File: config.mk
export PLATFORM = sky130hd
export DESIGN_NAME = lcd_bus_monitor
export DESIGN_NICKNAME = d
export VERILOG_FILES = /design/src/rtl/lcd_bus_monitor.sv
export SDC_FILE = /design/constraint.sdc
export NUM_CORES = 1
export LEC_CHECK = 0
export CAP_MARGIN = 20
export CORE_MARGIN = 3
export CORE_UTILIZATION = 45
export CTS_CLUSTER_SIZE = 30
export DETAILED_ROUTE_END_ITERATION = 10
export PLACE_DENSITY = 0.69
export SYNTH_ARGS = -nofsm -noshare
export SYNTH_HDL_FRONTEND = slang
export SYNTH_SLANG_ARGS = --single-unit
File: constraint.sdc
create_clock -name clk -period 3.7 [get_ports clk]
set_input_delay 0.555 -clock clk [delete_from_list [all_inputs] [get_ports clk]]
set_output_delay 0.555 -clock clk [all_outputs]
set_load 0.02 [all_outputs]
File: src/rtl/lcd_bus_monitor.sv
// lcd_bus_monitor: passive snooper for the 4-bit HD44780 character-LCD bus.
// Rebuilds bytes from nibble strobes on the falling edge of LCD_E.
// Decodes uppercase hex digits written to the display back into a 16-bit word.
module lcd_bus_monitor #(
   parameter int SYNC_STAGES = 2,  // synchronizer depth on every bus input, 2..4
   parameter int WORD_DIGITS = 4   // hex digits per word_out (fixed for 16 bits)
) (
   input  logic        clk,
   input  logic        reset,       // asynchronous, active low
   input  logic [3:0]  sf_d,
   input  logic        lcd_e,
   input  logic        lcd_rs,
   input  logic        lcd_rw,
   output logic [7:0]  byte_data,
   output logic        byte_rs,
   output logic        byte_valid,
   output logic [15:0] word_out,
   output logic        word_valid,
   output logic        proto_err
);

   typedef enum logic [1:0] {
      ST_INIT = 2'd0,  // power-on 8-bit phase, single nibbles only
      ST_HI   = 2'd1,  // waiting for the high nibble of a byte
      ST_LO   = 2'd2   // high nibble held, waiting for the low nibble
   } state_t;

   localparam logic [1:0] LAST_DIGIT = 2'(WORD_DIGITS - 1);

   // Synchronizer chains: stage 0 samples the pin, stage SYNC_STAGES-1 is used.
   logic [SYNC_STAGES-1:0][3:0] d_sync_q;
   logic [SYNC_STAGES-1:0]      e_sync_q;
   logic [SYNC_STAGES-1:0]      rs_sync_q;
   logic [SYNC_STAGES-1:0]      rw_sync_q;
   logic                        e_prev_q;

   logic [3:0] nib;
   logic       rs_s;
   logic       rw_s;
   logic       strobe;

   state_t      state_q, state_d;
   logic [3:0]  hi_q, hi_d;
   logic        hi_rs_q, hi_rs_d;
   logic [7:0]  byte_data_q, byte_data_d;
   logic        byte_rs_q, byte_rs_d;
   logic        byte_valid_q, byte_valid_d;
   logic [15:0] word_out_q, word_out_d;
   logic        word_valid_q, word_valid_d;
   logic        proto_err_q, proto_err_d;
   logic [15:0] acc_q, acc_d;
   logic [1:0]  cnt_q, cnt_d;

   logic [7:0]  byte_w;
   logic [15:0] acc_new;
   logic [4:0]  dig;

   // Map an ASCII byte to {is_hex_digit, value}; only '0'-'9' and 'A'-'F' qualify.
   function automatic logic [4:0] hex_digit(input logic [7:0] b);
      logic [4:0] r;
      r = 5'd0;
      if (b >= 8'h30 && b <= 8'h39) begin
         r = {1'b1, b[3:0]};
      end else if (b >= 8'h41 && b <= 8'h46) begin
         r = {1'b1, b[3:0] + 4'd9};
      end
      return r;
   endfunction

   assign nib    = d_sync_q[SYNC_STAGES-1];
   assign rs_s   = rs_sync_q[SYNC_STAGES-1];
   assign rw_s   = rw_sync_q[SYNC_STAGES-1];
   assign strobe = e_prev_q & ~e_sync_q[SYNC_STAGES-1];

   // Shift every bus input through its synchronizer and remember the last E level.
   always_ff @(posedge clk or negedge reset) begin
      if (!reset) begin
         d_sync_q  <= '0;
         e_sync_q  <= '0;
         rs_sync_q <= '0;
         rw_sync_q <= '0;
         e_prev_q  <= 1'b0;
      end else begin
         // NOTE: non-blocking assignments let each stage take the previous stage's old value.
         d_sync_q  <= {d_sync_q[SYNC_STAGES-2:0], sf_d};
         e_sync_q  <= {e_sync_q[SYNC_STAGES-2:0], lcd_e};
         rs_sync_q <= {rs_sync_q[SYNC_STAGES-2:0], lcd_rs};
         rw_sync_q <= {rw_sync_q[SYNC_STAGES-2:0], lcd_rw};
         e_prev_q  <= e_sync_q[SYNC_STAGES-1];
      end
   end

   // Next-state, byte assembly and hex decode on each strobe.
   always_comb begin
      // NOTE: every signal gets a default first so no path leaves one unassigned (no latches).
      state_d      = state_q;
      hi_d         = hi_q;
      hi_rs_d      = hi_rs_q;
      byte_data_d  = byte_data_q;
      byte_rs_d    = byte_rs_q;
      byte_valid_d = 1'b0;
      word_out_d   = word_out_q;
      word_valid_d = 1'b0;
      proto_err_d  = 1'b0;
      acc_d        = acc_q;
      cnt_d        = cnt_q;
      byte_w       = {hi_q, nib};
      dig          = hex_digit(byte_w);
      acc_new      = {acc_q[11:0], dig[3:0]};

      if (strobe) begin
         if (rw_s) begin
            // Reads are not decoded; flag them and leave everything else alone.
            proto_err_d = 1'b1;
         end else begin
            unique case (state_q)
               ST_INIT: begin
                  if (rs_s) begin
                     proto_err_d = 1'b1;
                  end else if (nib == 4'h2) begin
                     state_d = ST_HI;
                  end
               end
               ST_HI: begin
                  hi_d    = nib;
                  hi_rs_d = rs_s;
                  state_d = ST_LO;
               end
               ST_LO: begin
                  if (rs_s == hi_rs_q) begin
                     byte_data_d  = byte_w;
                     byte_rs_d    = rs_s;
                     byte_valid_d = 1'b1;
                     state_d      = ST_HI;
                     if (rs_s) begin
                        if (dig[4]) begin
                           if (cnt_q == LAST_DIGIT) begin
                              word_out_d   = acc_new;
                              word_valid_d = 1'b1;
                              cnt_d        = 2'd0;
                           end else begin
                              cnt_d = cnt_q + 2'd1;
                           end
                           acc_d = acc_new;
                        end else begin
                           cnt_d = 2'd0;
                           acc_d = '0;
                        end
                     end else if (byte_w == 8'h01 || byte_w[7]) begin
                        // Clear-display and set-DDRAM-address restart the digit run.
                        cnt_d = 2'd0;
                        acc_d = '0;
                     end
                  end else begin
                     // RS changed mid-byte: drop the old high nibble, this one replaces it.
                     proto_err_d = 1'b1;
                     hi_d        = nib;
                     hi_rs_d     = rs_s;
                  end
               end
               default: state_d = ST_INIT;
            endcase
         end
      end
   end

   // State and output registers.
   always_ff @(posedge clk or negedge reset) begin
      if (!reset) begin
         state_q      <= ST_INIT;
         hi_q         <= '0;
         hi_rs_q      <= 1'b0;
         byte_data_q  <= '0;
         byte_rs_q    <= 1'b0;
         byte_valid_q <= 1'b0;
         word_out_q   <= '0;
         word_valid_q <= 1'b0;
         proto_err_q  <= 1'b0;
         acc_q        <= '0;
         cnt_q        <= '0;
      end else begin
         state_q      <= state_d;
         hi_q         <= hi_d;
         hi_rs_q      <= hi_rs_d;
         byte_data_q  <= byte_data_d;
         byte_rs_q    <= byte_rs_d;
         byte_valid_q <= byte_valid_d;
         word_out_q   <= word_out_d;
         word_valid_q <= word_valid_d;
         proto_err_q  <= proto_err_d;
         acc_q        <= acc_d;
         cnt_q        <= cnt_d;
      end
   end

   assign byte_data  = byte_data_q;
   assign byte_rs    = byte_rs_q;
   assign byte_valid = byte_valid_q;
   assign word_out   = word_out_q;
   assign word_valid = word_valid_q;
   assign proto_err  = proto_err_q;

endmodule
==> impl_metrics.tcl, run 1 <==
set metrics [dict create \
    fin_area_um2 3150 \
    grt_usage_pct 15.9 \
    ys.flop_type "dfrtp_1" \
    p_comb_share_pct 9.0 \
    synthMuxAreaShare_pct 14.3 \
    drt_first_pass_iters 4 \
    cp_top_family "simple AND/OR/NAND/NOR gates" \
    seqPwrFrac_pct 51.9 \
    pre_cts_slack_ns 1.13 \
    final-hold-violation-count 0 \
    switching_power_w 0.000358 \
    syn_to_final_growth_pct 23.8 \
    drive_above_1_share_pct 21.7 \
    synth.distinct_cells 38 \
    cp.required_ns 3.92 \
    sw_frac_of_total_pct 23.6 \
    wirelength_mm 4.47 \
    dieArea_um2 6600 \
    maxSlewViolCount 0 \
    slew_headroom_pct 53.4 \
    ff2ff_path_depth 6 \
    final_nets 230 \
    synth_fa_ha_area_share_pct 2.46 \
    clockBufferDepth 2 \
    fin_skew_ns 0.00581 \
    wl_met1_mm 2.08 \
    hpwl_mm 3.17 \
    worst_path_max_delay_cell "o211ai_4" \
    drt_iter0_drc 110 \
    rsz0062_at_grt "no" \
    overflow 0 \
    fin_tns_setup_ns 0 \
    cts_resized 0 \
    min_period_ns 2.55 \
    fmax_mhz 393 \
    clkPwrFrac_pct 39.1 \
    synth_top_cells_by_area "dfrtp_1, mux2_2, mux2_4" \
    rows 26 \
    synth_top_family_by_area "multiplexers" \
    cp_cell_sequence "inv_1 -> ha_1 -> or4b_1 -> and4b_4 -> o211ai_4 -> mux2_2" \
    min_period_over_period_pct 68.8 \
    wl_per_cell_um 15.4 \
    finalSetupViolCount 0 \
    status "finished clean" \
    grt_pass1_vias 1613 \
    clock_latency_ns 0.33 \
    cts_setup_buffers 0 \
    cp-start-kind "register" \
    yosys.area_share.simple_pct 6.19 \
    drc_errors 0 \
    ir_drop_mv 0.297 \
    cts_inserted_buffers 9 \
    layout_commonest_cell "dfrtp_1" \
    postCtsHoldBufs 0 \
    synth_area_per_cell_um2 14.7 \
    worstSetupPathType "register to register" \
    setup_slack_ns 1.15 \
    drv_cap 0 \
    port-buffer-count 36 \
    power_density_nw_per_um2 481 \
    ant_nets 0 \
    ioPinCount 37 \
    yosysSeqAreaShare_pct 62.9 \
    core_um2 5300 \
    syn_nets 187 \
    vias 1519 \
    syn_inst 173 \
    cp-end-kind "register" \
    synth_seq_cells 64 \
    synth_top_area_cell "dfrtp_1" \
    initial_core_util_pct 48.0 \
    gp_congestion 0.797 \
    synth.yosys.warnings 0 \
    critPathArrivalTime_ns 2.76 \
    cp_max_fo 16 \
    r2r_start "nib[1]" \
    intPower_w 0.00116 \
    mostFrequentLayoutCells "dfrtp_1, clkdlybuf4s50_1, mux2_2" \
    dpl_cell_area_um2 2950 \
    clkTransAtPathRegs_ns 0.07 \
    tightest_slew_ns 0.695 \
    synthXorXnorAreaFrac_pct 1.03 \
    grt_antenna_before_repair 0 \
    r2r-end "word_out[5]" \
    p_leak_nw 1.50 \
    syn_area_um2 2550 \
    hp-class "input port to async pin" \
    die_w_um 81.2 \
    cp_num_buf_inv 1 \
    async_flop_share_pct 100 \
    root_buffer "clkbuf_8" \
    die_height_um 81.2 \
    grt_pass1_wl_mm 7.70 \
    htree_levels 3 \
    highest-signal-layer "met4" \
    synth_compound_area_share_pct 10.4 \
    critical-path-max-stage-delay_ns 0.56 \
    wl_met3_um 161 \
    diodes 0 \
    timing.reg2reg.setup_slack_ns 1.15 \
    vias_per_cell 5.22 \
    dr_wl_met2_mm 2.11 \
    synth_edf_count 0 \
    cts_tree "done" \
    synth.top_cell.area_share_pct 62.9 \
    grt_max_degree 34 \
    cts_num_sinks 64 \
]
==> layout make-up <==
| cell class | instances | area (um^2) |
|---|---|---|
| clock inverter | 3 | 40.0 |
| timing repair buffer | 37 | 363 |
| clock buffer | 13 | 159 |
| tap | 70 | 87.6 |
| sequential | 64 | 1600 |
| fill | 436 | 2150 |
| multi-input combinational | 97 | 876 |
| inverter | 7 | 26.3 |
==> synthesized netlist by cell type, types with 2 or more instances <==
cell,instances
a22o_1,11
mux2_4,8
o2bb2ai_1,2
mux2_2,19
nor4b_1,2
clkbuf_1,2
o21ai_0,7
inv_1,7
nand2b_1,4
a211oi_1,2
xnor2_1,3
dfrtp_1,64
nand2_1,5
mux2i_1,3
nand3_1,2
ha_1,5
a21oi_1,3
nor2_1,4
==> logic make-up after synthesis <==
kind of cell               after synthesis
and+or+nand+nor                         25
AOI/OAI and AO/OA                       34
buffers and inverters                   12
DFF                                     64
muxes                                   30
adders and majority gates                5
xor gates and xnor gates                 3
==> stage by stage <==
step / util, % / power, W / hold slack [ns] / std cells
6_report: 59.5 / 0.00152 / 0.257 / 291
5_1_grt: 59.5 / 0.00158 / 0.297 / 291
4_1_cts: 59.5 / 0.00153 / 0.260 / 291
3_5_place_dp: 55.7 / 0.000938 / 0.337 / 275
3_3_place_gp: 55.7 / 0.000931 / 0.334 / 275
2_1_floorplan: - / 0.000873 / 0.259 / 173
==> per-layer routing <==
| metal | vias up | GRT usage, % |
|---|---|---|
| met1 | 767 | 20.2 |
| met2 | 33 | 24.4 |
| met3 | 11 | 4.10 |
| met5 | - | 0 |
| met4 | 0 | 9.63 |
| li1 | 708 | - |
==> power by group through the flow <==
stage	sequential, W	clock (W)	combinational [W]
2_1_floorplan	0.000794	0	0.0000796
3_3_place_gp	0.000795	0	0.000137
3_5_place_dp	0.000799	0	0.000139
4_1_cts	0.000786	0.000605	0.000140
5_1_grt	0.000792	0.000634	0.000154
6_report	0.000787	0.000593	0.000137
==> how the worst max path moves through the flow <==
stage	start	endpoint	slack, ns	depth (start not counted)
3_3_place_gp	nib[1]	word_out[1]	1.27	6
6_report	nib[1]	word_out[5]	1.15	6
3_5_place_dp	nib[1]	word_out[5]	1.13	6
5_1_grt	nib[1]	word_out[7]	1.01	6
4_1_cts	nib[1]	word_out[5]	1.13	6
2_1_floorplan	nib[1]	word_out[10]	1.52	7
==> sequential cells by signal, indices dropped and copies added, names as in the netlist, 2 cells and up <==
name	flops
word_out	16
acc_q	12
byte_data	8
d_sync_q	4
hi_q	4
nib	4
cnt_q	2
e_sync_q	2
rs_sync_q	2
rw_sync_q	2
state_q	2
(Power assumes the default switching activity.)
==> run 2, diff against run 1 <==
- clock period: 3.7 -> 2.6 ns (I/O delays scaled with it)
==> run 2 against run 1 <==
Net effect:
- core utilization is 0.52 points higher
- first-iteration DRC count is 9.1% lower
- highest routed layer unchanged
- wire length is 0.81% higher
- hold slack worse by 0.14 ns
- die area stayed put
- sequential cell count stayed put
==> impl_metrics.tcl, run 2 (synthesized netlist as in run 1, its figures left out) <==
set metrics [dict create \
    power_density_nw_per_um2 678 \
    seqPwrFrac_pct 51.8 \
    clkTransAtPathRegs_ns 0.06 \
    layout_commonest_cell "dfrtp_1" \
    vias 1505 \
    drive_above_1_share_pct 22.4 \
    htree_levels 3 \
    largest_reg_flops 16 \
    cp-start-kind "register" \
    mostFrequentLayoutCells "dfrtp_1, clkdlybuf4s50_1, mux2_2" \
    maxSlewViolCount 0 \
    die_height_um 81.2 \
    p_leak_nw 1.51 \
    core_um2 5300 \
    die_w_um 81.2 \
    grt_usage_pct 16.0 \
    min_period_ns 2.39 \
    rows 26 \
    layoutNonFillerInstCount 293 \
    cts_num_sinks 64 \
    root_buffer "clkbuf_8" \
    syn_to_final_growth_pct 24.9 \
    ant_nets 0 \
    hpwl_mm 3.27 \
    hp-class "input port to async pin" \
    placed_cells 277 \
    clockBufferDepth 2 \
    cts_setup_buffers 0 \
    intPower_w 0.00165 \
    diodes 0 \
    min_period_over_period_pct 92.0 \
    cp_max_fo 16 \
    p_comb_share_pct 9.3 \
    final-hold-violation-count 0 \
    gp_congestion 0.780 \
    cts_tree "done" \
    rsz0062_at_grt "no" \
    ir_drop_mv 0.294 \
    ioPinCount 37 \
    fmax_mhz 418 \
    drt_iter0_drc 100 \
    finalSetupViolCount 0 \
    status "finished clean" \
    tightest_slew_ns 0.745 \
    sw_frac_of_total_pct 23.4 \
    wl_per_cell_um 15.4 \
    postCtsHoldBufs 0 \
    cts_resized 0 \
    drc_errors 0 \
    grt_pass1_vias 1573 \
    initial_core_util_pct 48.0 \
    final_nets 232 \
    cp.required_ns 2.82 \
    cp-end-kind "register" \
    wirelength_mm 4.51 \
    critPathArrivalTime_ns 2.61 \
    drv_cap 0 \
    fin_skew_ns 0.00417 \
    clkPwrFrac_pct 38.8 \
    grt_pass1_wl_mm 7.69 \
    slew_headroom_pct 50.3 \
    overflow 0 \
    fillers 417 \
    grt_antenna_before_repair 0 \
    worstSetupPathType "register to register" \
    grt_max_degree 35 \
    drt_first_pass_iters 4 \
    dieArea_um2 6600 \
    port-buffer-count 36 \
    cts_inserted_buffers 9 \
    fin_tns_setup_ns 0 \
    vias_per_cell 5.14 \
    clock_latency_ns 0.33 \
    switching_power_w 0.000504 \
]
[run 2: metal layers]
| metal | up-vias | part of all wire (%) | track usage [%] |
|---|---|---|---|
| met3 | 7 | 4.5 | 6.65 |
| met2 | 28 | 49 | 25.0 |
| met4 | 0 | 1.4 | 6.76 |
| met5 | - | 0 | 0 |
| met1 | 755 | 45 | 19.5 |
| li1 | 715 | - | - |
[run 2: power by group through the flow]
| stage | logic [W] | clock network [W] | registers [W] |
|---|---|---|---|
| 6_report | 0.000201 | 0.000837 | 0.00112 |
| 5_1_grt | 0.000224 | 0.000908 | 0.00113 |
| 4_1_cts | 0.000205 | 0.000861 | 0.00112 |
| 3_5_place_dp | 0.000202 | 0 | 0.00114 |
| 3_3_place_gp | 0.000197 | 0 | 0.00113 |
| 2_1_floorplan | 0.000113 | 0 | 0.00113 |
[run 2: worst paths after layout]
check / from / endpoint / slack [ns] / cells past startpoint
max: nib[1] / word_out[6] / 0.21 / 7
min reg2reg: rs_sync_q[0] / rs_sync_q[1] / 0.35 / 0
max reg2reg: nib[1] / word_out[6] / 0.21 / 7
max in group asynchronous: reset / nib[1] / 1.88 / 2
min in group clk: rs_sync_q[0] / rs_sync_q[1] / 0.35 / 0
min: reset / e_prev_q / 0.12 / 1
[run 2: through the flow]
step                      utilization, %  hold slack [ns]  setup WS, ns  area (um^2)  power (W)
after floorplan                        -           0.0944         0.416         2550    0.00124
after global placement              56.2            0.334         0.324         2980    0.00133
after detailed placement            56.2            0.339         0.223         2980    0.00134
after CTS                           60.0            0.127         0.211         3180    0.00218
after global routing                60.0            0.160        0.0979         3180    0.00226
final                               60.0            0.120         0.207         3180    0.00216
[run 2: cell type report]
type	instances	area (um^2)	share of cell area (%)
flip-flops and latches	64	1600	50.4
repair buffers	39	390	12.3
clock inverters	3	40.0	1.26
well taps	70	87.6	2.75
clock buffers	13	159	5.00
inverters	7	26.3	0.826
multi-input cells	97	876	27.5
[run 2: worst max-delay path: stages (launching register included)]
cell and delay, ns:
dfrtp_1 0.42, inv_1 0.10, ha_1 0.21, or4b_1 0.47
and4b_4 0.23, o211ai_4 0.14, buf_4 0.31, mux2_2 0.38
